--- src/rtl/mc_controller_if.sv ---
// Control bundle between the multi-cycle sequencer and the MIPS datapath.
// master = sequencer side, slave = datapath side.
interface mc_controller_if;
  logic [5:0]  Op;
  logic [5:0]  Funct;
  logic        Zero;
  logic        PC_En;
  logic        IR_En;
  logic        Reg_Write;
  logic        Mem_Write;
  logic        ALU_Sel;
  logic        Mem_To_Reg;
  logic        Reg_Dst;
  logic        Branch;
  logic        Ext_Op;
  logic        Jal_Sel;
  logic        Jr_Sel;
  logic        Byte;
  logic        Half;
  logic [3:0]  ALU_Ctr;
  logic [2:0]  State;
  logic [31:0] Retired;
  logic        Halt;

  modport master (
    input  Op, Funct, Zero,
    output PC_En, IR_En, Reg_Write, Mem_Write,
    output ALU_Sel, Mem_To_Reg, Reg_Dst, Branch,
    output Ext_Op, Jal_Sel, Jr_Sel, Byte, Half,
    output ALU_Ctr, State, Retired, Halt
  );

  modport slave (
    output Op, Funct, Zero,
    input  PC_En, IR_En, Reg_Write, Mem_Write,
    input  ALU_Sel, Mem_To_Reg, Reg_Dst, Branch,
    input  Ext_Op, Jal_Sel, Jr_Sel, Byte, Half,
    input  ALU_Ctr, State, Retired, Halt
  );
endinterface

--- src/rtl/mc_controller.sv ---
// Multi-cycle MIPS control sequencer: fetch/decode/exec/mem/wb strobes.
// Optional MC_CTRL_ILLEGAL_TRAP_EN: unrecognised op halts instead of nop.
module mc_controller (
  input logic clk,
  input logic reset,
  mc_controller_if.master bus
);
  typedef enum logic [2:0] {
    S_FETCH  = 3'd0,
    S_DECODE = 3'd1,
    S_EXEC   = 3'd2,
    S_MEM    = 3'd3,
    S_WB     = 3'd4
`ifdef MC_CTRL_ILLEGAL_TRAP_EN
    ,S_HALT  = 3'd5
`endif
  } state_t;

  localparam logic [3:0] C_ADD = 4'd0;
  localparam logic [3:0] C_SUB = 4'd1;
  localparam logic [3:0] C_OR  = 4'd2;
  localparam logic [3:0] C_LUI = 4'd3;
  localparam logic [3:0] C_SLL = 4'd4;

  state_t      state;
  logic [31:0] retired;

  logic [5:0] op;
  logic [5:0] fn;
  assign op = bus.Op;
  assign fn = bus.Funct;

  // Zero is consumed by the NPC, not here.
  logic unused_zero;
  assign unused_zero = bus.Zero;

  logic r_add, r_sub, r_sll, r_alu, jr_i;
  logic ori_i, lui_i, beq_i, jal_i;
  logic lw_i, lb_i, lh_i, sw_i, sb_i, sh_i;
  logic load, store, to_wb, exec_last, known;

  assign r_add = op == 6'd0 &&
                 (fn == 6'b100000 || fn == 6'b100001);
  assign r_sub = op == 6'd0 &&
                 (fn == 6'b100010 || fn == 6'b100011);
  assign r_sll = op == 6'd0 && fn == 6'b000000;
  assign r_alu = r_add | r_sub | r_sll;
  assign jr_i  = op == 6'd0 && fn == 6'b001000;

  assign ori_i = op == 6'b001101;
  assign lui_i = op == 6'b001111;
  assign beq_i = op == 6'b000100;
  assign jal_i = op == 6'b000011;
  assign lw_i  = op == 6'b100011;
  assign lb_i  = op == 6'b100000;
  assign lh_i  = op == 6'b100001;
  assign sw_i  = op == 6'b101011;
  assign sb_i  = op == 6'b101000;
  assign sh_i  = op == 6'b101001;

  assign load      = lw_i | lb_i | lh_i;
  assign store     = sw_i | sb_i | sh_i;
  assign to_wb     = r_alu | ori_i | lui_i;
  assign exec_last = beq_i | jal_i | jr_i;
  assign known     = to_wb | load | store | exec_last;

  assign bus.ALU_Sel    = ori_i | lui_i | load | store;
  assign bus.Mem_To_Reg = load;
  assign bus.Reg_Dst    = r_alu;
  assign bus.Branch     = beq_i;
  assign bus.Ext_Op     = load | store | beq_i;
  assign bus.Jal_Sel    = jal_i;
  assign bus.Jr_Sel     = jr_i;
  assign bus.Byte       = lb_i | sb_i;
  assign bus.Half       = lh_i | sh_i;

  always_comb begin
    bus.ALU_Ctr = C_ADD;
    unique case (1'b1)
      r_sub | beq_i: bus.ALU_Ctr = C_SUB;
      ori_i:         bus.ALU_Ctr = C_OR;
      lui_i:         bus.ALU_Ctr = C_LUI;
      r_sll:         bus.ALU_Ctr = C_SLL;
      default:       bus.ALU_Ctr = C_ADD;
    endcase
  end

  logic pc_en, ir_en, reg_wr, mem_wr;

  // Reset masks everything, including IR_En while parked in FETCH.
  always_comb begin
    pc_en  = 1'b0;
    ir_en  = 1'b0;
    reg_wr = 1'b0;
    mem_wr = 1'b0;
    if (!reset) begin
      case (state)
        S_FETCH: ir_en = 1'b1;
`ifdef MC_CTRL_ILLEGAL_TRAP_EN
        S_DECODE: pc_en = 1'b0;
`else
        S_DECODE: pc_en = !known;
`endif
        S_EXEC: begin
          pc_en  = exec_last;
          reg_wr = jal_i;
        end
        S_MEM: begin
          pc_en  = store;
          mem_wr = store;
        end
        S_WB: begin
          pc_en  = to_wb | load;
          reg_wr = to_wb | load;
        end
        default: ;
      endcase
    end
  end

  assign bus.PC_En     = pc_en;
  assign bus.IR_En     = ir_en;
  assign bus.Reg_Write = reg_wr;
  assign bus.Mem_Write = mem_wr;
  assign bus.State     = state;
  assign bus.Retired   = retired;

`ifdef MC_CTRL_ILLEGAL_TRAP_EN
  assign bus.Halt = state == S_HALT;
`else
  assign bus.Halt = 1'b0;
`endif

  always_ff @(posedge clk or posedge reset) begin
    if (reset) begin
      state   <= S_FETCH;
      retired <= '0;
    end else begin
      if (pc_en)
        retired <= retired + 32'd1;
      case (state)
        S_FETCH: state <= S_DECODE;
        S_DECODE: begin
          if (known)
            state <= S_EXEC;
          else
`ifdef MC_CTRL_ILLEGAL_TRAP_EN
            state <= S_HALT;
`else
            state <= S_FETCH;
`endif
        end
        S_EXEC: begin
          if (load | store)
            state <= S_MEM;
          else if (to_wb)
            state <= S_WB;
          else
            state <= S_FETCH;
        end
        S_MEM: state <= load ? S_WB : S_FETCH;
        S_WB:  state <= S_FETCH;
`ifdef MC_CTRL_ILLEGAL_TRAP_EN
        S_HALT: state <= S_HALT;
`endif
        default: state <= S_FETCH;
      endcase
    end
  end
endmodule

--- src/flat_wrapper.sv ---
// flat-port wrapper written by rule: the top's interface ports become plain ports
module mc_controller_flat 
  (clk, reset, bus_Op, bus_Funct, bus_Zero, bus_PC_En, bus_IR_En, bus_Reg_Write, bus_Mem_Write, bus_ALU_Sel, bus_Mem_To_Reg, bus_Reg_Dst, bus_Branch, bus_Ext_Op, bus_Jal_Sel, bus_Jr_Sel, bus_Byte, bus_Half, bus_ALU_Ctr, bus_State, bus_Retired, bus_Halt);
  mc_controller_if bus_i ();
  input logic clk;
  input logic reset;
  input wire logic [$bits(bus_i.Op)-1:0] bus_Op;
  input wire logic [$bits(bus_i.Funct)-1:0] bus_Funct;
  input wire logic [$bits(bus_i.Zero)-1:0] bus_Zero;
  output wire logic [$bits(bus_i.PC_En)-1:0] bus_PC_En;
  output wire logic [$bits(bus_i.IR_En)-1:0] bus_IR_En;
  output wire logic [$bits(bus_i.Reg_Write)-1:0] bus_Reg_Write;
  output wire logic [$bits(bus_i.Mem_Write)-1:0] bus_Mem_Write;
  output wire logic [$bits(bus_i.ALU_Sel)-1:0] bus_ALU_Sel;
  output wire logic [$bits(bus_i.Mem_To_Reg)-1:0] bus_Mem_To_Reg;
  output wire logic [$bits(bus_i.Reg_Dst)-1:0] bus_Reg_Dst;
  output wire logic [$bits(bus_i.Branch)-1:0] bus_Branch;
  output wire logic [$bits(bus_i.Ext_Op)-1:0] bus_Ext_Op;
  output wire logic [$bits(bus_i.Jal_Sel)-1:0] bus_Jal_Sel;
  output wire logic [$bits(bus_i.Jr_Sel)-1:0] bus_Jr_Sel;
  output wire logic [$bits(bus_i.Byte)-1:0] bus_Byte;
  output wire logic [$bits(bus_i.Half)-1:0] bus_Half;
  output wire logic [$bits(bus_i.ALU_Ctr)-1:0] bus_ALU_Ctr;
  output wire logic [$bits(bus_i.State)-1:0] bus_State;
  output wire logic [$bits(bus_i.Retired)-1:0] bus_Retired;
  output wire logic [$bits(bus_i.Halt)-1:0] bus_Halt;
  assign bus_i.Op = bus_Op;
  assign bus_i.Funct = bus_Funct;
  assign bus_i.Zero = bus_Zero;
  assign bus_PC_En = bus_i.PC_En;
  assign bus_IR_En = bus_i.IR_En;
  assign bus_Reg_Write = bus_i.Reg_Write;
  assign bus_Mem_Write = bus_i.Mem_Write;
  assign bus_ALU_Sel = bus_i.ALU_Sel;
  assign bus_Mem_To_Reg = bus_i.Mem_To_Reg;
  assign bus_Reg_Dst = bus_i.Reg_Dst;
  assign bus_Branch = bus_i.Branch;
  assign bus_Ext_Op = bus_i.Ext_Op;
  assign bus_Jal_Sel = bus_i.Jal_Sel;
  assign bus_Jr_Sel = bus_i.Jr_Sel;
  assign bus_Byte = bus_i.Byte;
  assign bus_Half = bus_i.Half;
  assign bus_ALU_Ctr = bus_i.ALU_Ctr;
  assign bus_State = bus_i.State;
  assign bus_Retired = bus_i.Retired;
  assign bus_Halt = bus_i.Halt;
  mc_controller u_core (.clk(clk), .reset(reset), .bus(bus_i));
endmodule
--- config.mk ---
export PLATFORM = sky130hd
export DESIGN_NAME = mc_controller_flat
export DESIGN_NICKNAME = d
export VERILOG_FILES = /design/src/rtl/mc_controller_if.sv /design/src/rtl/mc_controller.sv /design/src/flat_wrapper.sv
export SDC_FILE = /design/constraint.sdc
export NUM_CORES = 1
export LEC_CHECK = 0
export BUFFER_PORTS_ARGS = -buffer_cell sky130_fd_sc_hd__buf_2
export CELL_PAD_IN_SITES_DETAIL_PLACEMENT = 0
export CELL_PAD_IN_SITES_GLOBAL_PLACEMENT = 1
export CORE_MARGIN = 2
export CORE_UTILIZATION = 38
export DETAILED_ROUTE_END_ITERATION = 6
export GPL_TIMING_DRIVEN = 1
export PLACE_DENSITY_LB_ADDON = 0.1
export SYNTH_ARGS = -nofsm -noshare
export SYNTH_HDL_FRONTEND = slang
export SYNTH_SLANG_ARGS = --single-unit
--- constraint.sdc ---
create_clock -name clk -period 2.8 [get_ports clk]
set_clock_uncertainty 0.1 [all_clocks]
set_input_delay 0.56 -clock clk [delete_from_list [all_inputs] [get_ports clk]]
set_output_delay 0.56 -clock clk [all_outputs]
set_load 0.005 [all_outputs]
==> run_results.csv <==
group,metric,value,unit
sta,finalHoldViolCount,0,
grt,grt_max_degree,31,
routing,viasPerCell,5.55,
yosys,synthTopCellsByArea,"dfrtp_1 39%, xor2_1 7.0%, nand3_1 4.3%, a31oi_1 4.2%, nand4_1 3.6%",
setup_path,cp_max_fo,6,
setup_path,r2r-start,"u_core.bus.State[0]",
setup_path,cp.required,2.14,ns
yosys,postSynth.asyncResetShare,1.00,
sta,slew_headroom,0.659,
setup_path,critical_path_arrival,1.96,ns
floorplanning,fp.dieH,80.7,um
layout,filler_cell_count,585,
yosys,ys_seq_elements,35,
grt,grt.overflow.total,0,
run_status,run_status,"finished, final reports clean",
placement,dp_hpwl,4350,um
routing,routedWlPerCell,15.2,um
sta,fin_crit,2.62,ns
sta,layout_worst_path_cycle_share,0.935,
clocking,cts-root-buf,"clkbuf_8",
grt,grt_pass1_vias,1984,
sta,final.setup.tns,0,ns
yosys,synth-seq-area-share,0.391,
layout,syn_to_final_growth,26.2,%
setup_path,startpoint,"bus_Funct[5]",
yosys,synth_commonest_cells,"35 x dfrtp_1, 19 x nand3_1, 18 x xor2_1",
floorplanning,num_io_pins,68,
floorplanning,start_util,0.399,
yosys,yosysTopAreaCellShare,0.391,
setup_path,cp-end-kind,"primary output",
layout,n_antenna_cell,0,
grt,met1_usage,0.297,
clocking,path_clk_slew,0.07,ns
yosys,syn_avg_cell_area,8.98,um2
sta,setup_viol,0,
placement,dp.cells,389,
layout,post_route_cells_drive_above_1_share,0.311,
clocking,cts_tree,"done",
setup_path,crit_path_end,"bus_PC_En",
power,p_per_area,490,mW/mm2
yosys,syn_area,0.00224,mm2
yosys,synth-edff-count,0,
yosys,yosysMostFrequentCell,"dfrtp_1",
sta,max_freq,382,MHz
power,vdd_drop_max,0.000402,V
floorplanning,core_area,0.00561,mm2
clocking,worst_skew_pair.late_latency,0.28,ns
sta,tightest_slew,0.511,ns
power,p_leak,1.44,nW
setup_path,crit_type,"primary input to primary output",
routing,drc,0,
routing,antenna_left,0,
yosys,yosys_most_used_dff,"dfrtp_1",
floorplanning,die-area,0.00652,mm2
clocking,cts.htree.levels,2,
placement,port_buffers,64,
grt,met3_usage,0.0400,
yosys,syn_inst,249,
sta,slew_viol_final,0,
floorplanning,rows,27,
routing,drt-pass1-iter-count,4,
sta,rsz0062_at_grt,"false",
grt,grt_pass1_wl,9760,um
layout,stdcell_count,397,
job,max_cap_viol_count,0,
yosys,yosys_warnings,0,
routing,drt_wl_total,6040,um
clocking,cts.path.max_buffers,2,
floorplanning,die-width,80.7,um
grt,grt_usage,0.191,
grt,use_met2,0.272,
clocking,cts_sinks,35,
routing,drt_iter0_drc,154,
routing,num_vias,2202,
clocking,cts_hold_buffers,0,
clocking,cts_made_buffers,5,
yosys,synth_top_area_cell,"dfrtp_1",
layout,nets,340,
grt,busiest_layer,"met1",
setup_path,rr_worst_depth,6,
yosys,yosysUniqueCellTypes,46,
setup_path,timing.rr.end,"u_core.bus.Retired[29]",
setup_path,r2r_slack,0.59,ns
setup_path,cp-start-kind,"primary input",
grt,antenna_found_initial,0,
hold_path,hp-class,"primary input to asynchronous set/reset pin",
placement,place.gp.congestion,0.772,
## what timing repair did
action                     CTS  global route
gates resized for setup      0             2
setup buffers                0             0
setup endpoints to repair    0             2
## kinds of logic after synthesis
group,synth area share
and+or+nand+nor,0.280
AOI/OAI and AO/OA,0.168
DFF,0.391
xor gates and xnor gates,0.0900
buffers and inverters,0.0537
muxes,0.00951
adders and majority gates,0.00559
other,0.00168
## layout make-up
class | instances | area, um2 | area share
Clock buffer | 6 | 72.6 | 0.0257
Clock inverter | 2 | 12.5 | 0.00443
Tap cell | 72 | 90.1 | 0.0319
Sequential cell | 35 | 876 | 0.310
Inverter | 4 | 15.0 | 0.00532
Timing Repair Buffer | 85 | 503 | 0.178
Multi-Input combinational cell | 193 | 1250 | 0.444
## critical path, stage by stage
cell and delay [ns]:
buf_2 0.11, o21bai_1 0.14, and4b_1 0.21, or2_4 0.26, o211a_1 0.29, nor3_4 0.22, inv_2 0.05, buf_2 0.12
## flip-flops by register name (all words and copies together) (netlist names)
register            count
u_core.bus.Retired     32
u_core.bus.State        3
## stage by stage
stage	util	total power, mW	instance area (um2)	hold slack (ns)	setup WS (ns)
floorplan	-	0.874	2240	0.377	0.197
global placement	0.488	1.02	2730	0.367	0.0498
detailed placement	0.488	1.03	2730	0.379	0.0277
CTS	0.503	1.40	2820	0.115	0.0629
global route	0.504	1.48	2820	0.124	0.0246
finish	0.504	1.38	2820	0.115	0.181
## worst min path at each step
| stage | slack, ns | endpoint |
|---|---|---|
| after global placement | 0.37 | u_core.bus.Retired[26] |
| after CTS | 0.12 | u_core.bus.State[2] |
| after detailed placement | 0.38 | u_core.bus.Retired[26] |
| after global routing | 0.12 | u_core.bus.State[2] |
| final | 0.11 | u_core.bus.State[2] |
| after floorplan | 0.38 | u_core.bus.Retired[29] |
## power by group
| part | switching [mW] | leakage [nW] | internal, mW | total, mW |
|---|---|---|---|---|
| registers | 0.0869 | 0.457 | 0.552 | 0.639 |
| logic | 0.216 | 0.943 | 0.166 | 0.382 |
| clock network | 0.188 | 0.0412 | 0.174 | 0.362 |
## cells in the final DEF, fill, tap and decap left out, types with 4 or more instances in the layout
cell | synthesis | final
xnor2_1 | 5 | 5
nor2_1 | 11 | 11
nand2_1 | 17 | 17
dfrtp_1 | 35 | 35
buf_4 | 2 | 19
xor2_1 | 18 | 18
and3_1 | 12 | 12
nor3_1 | 6 | 6
buf_2 | 0 | 64
a311oi_1 | 4 | 4
o211ai_1 | 4 | 4
nand3_1 | 19 | 19
a21oi_1 | 7 | 7
o22ai_1 | 5 | 5
a31oi_1 | 15 | 15
nand4_1 | 13 | 13
clkbuf_8 | 0 | 5
o21ai_0 | 8 | 8
and4_1 | 5 | 5
o31ai_1 | 6 | 5
## per-layer routing
layer | vias to the layer above | wire length [um]
li1 | 1084 | -
met3 | 2 | 358
met4 | 0 | 21
met2 | 76 | 2670
met1 | 1040 | 2980
met5 | - | 0
(Power assumes the default switching activity.)
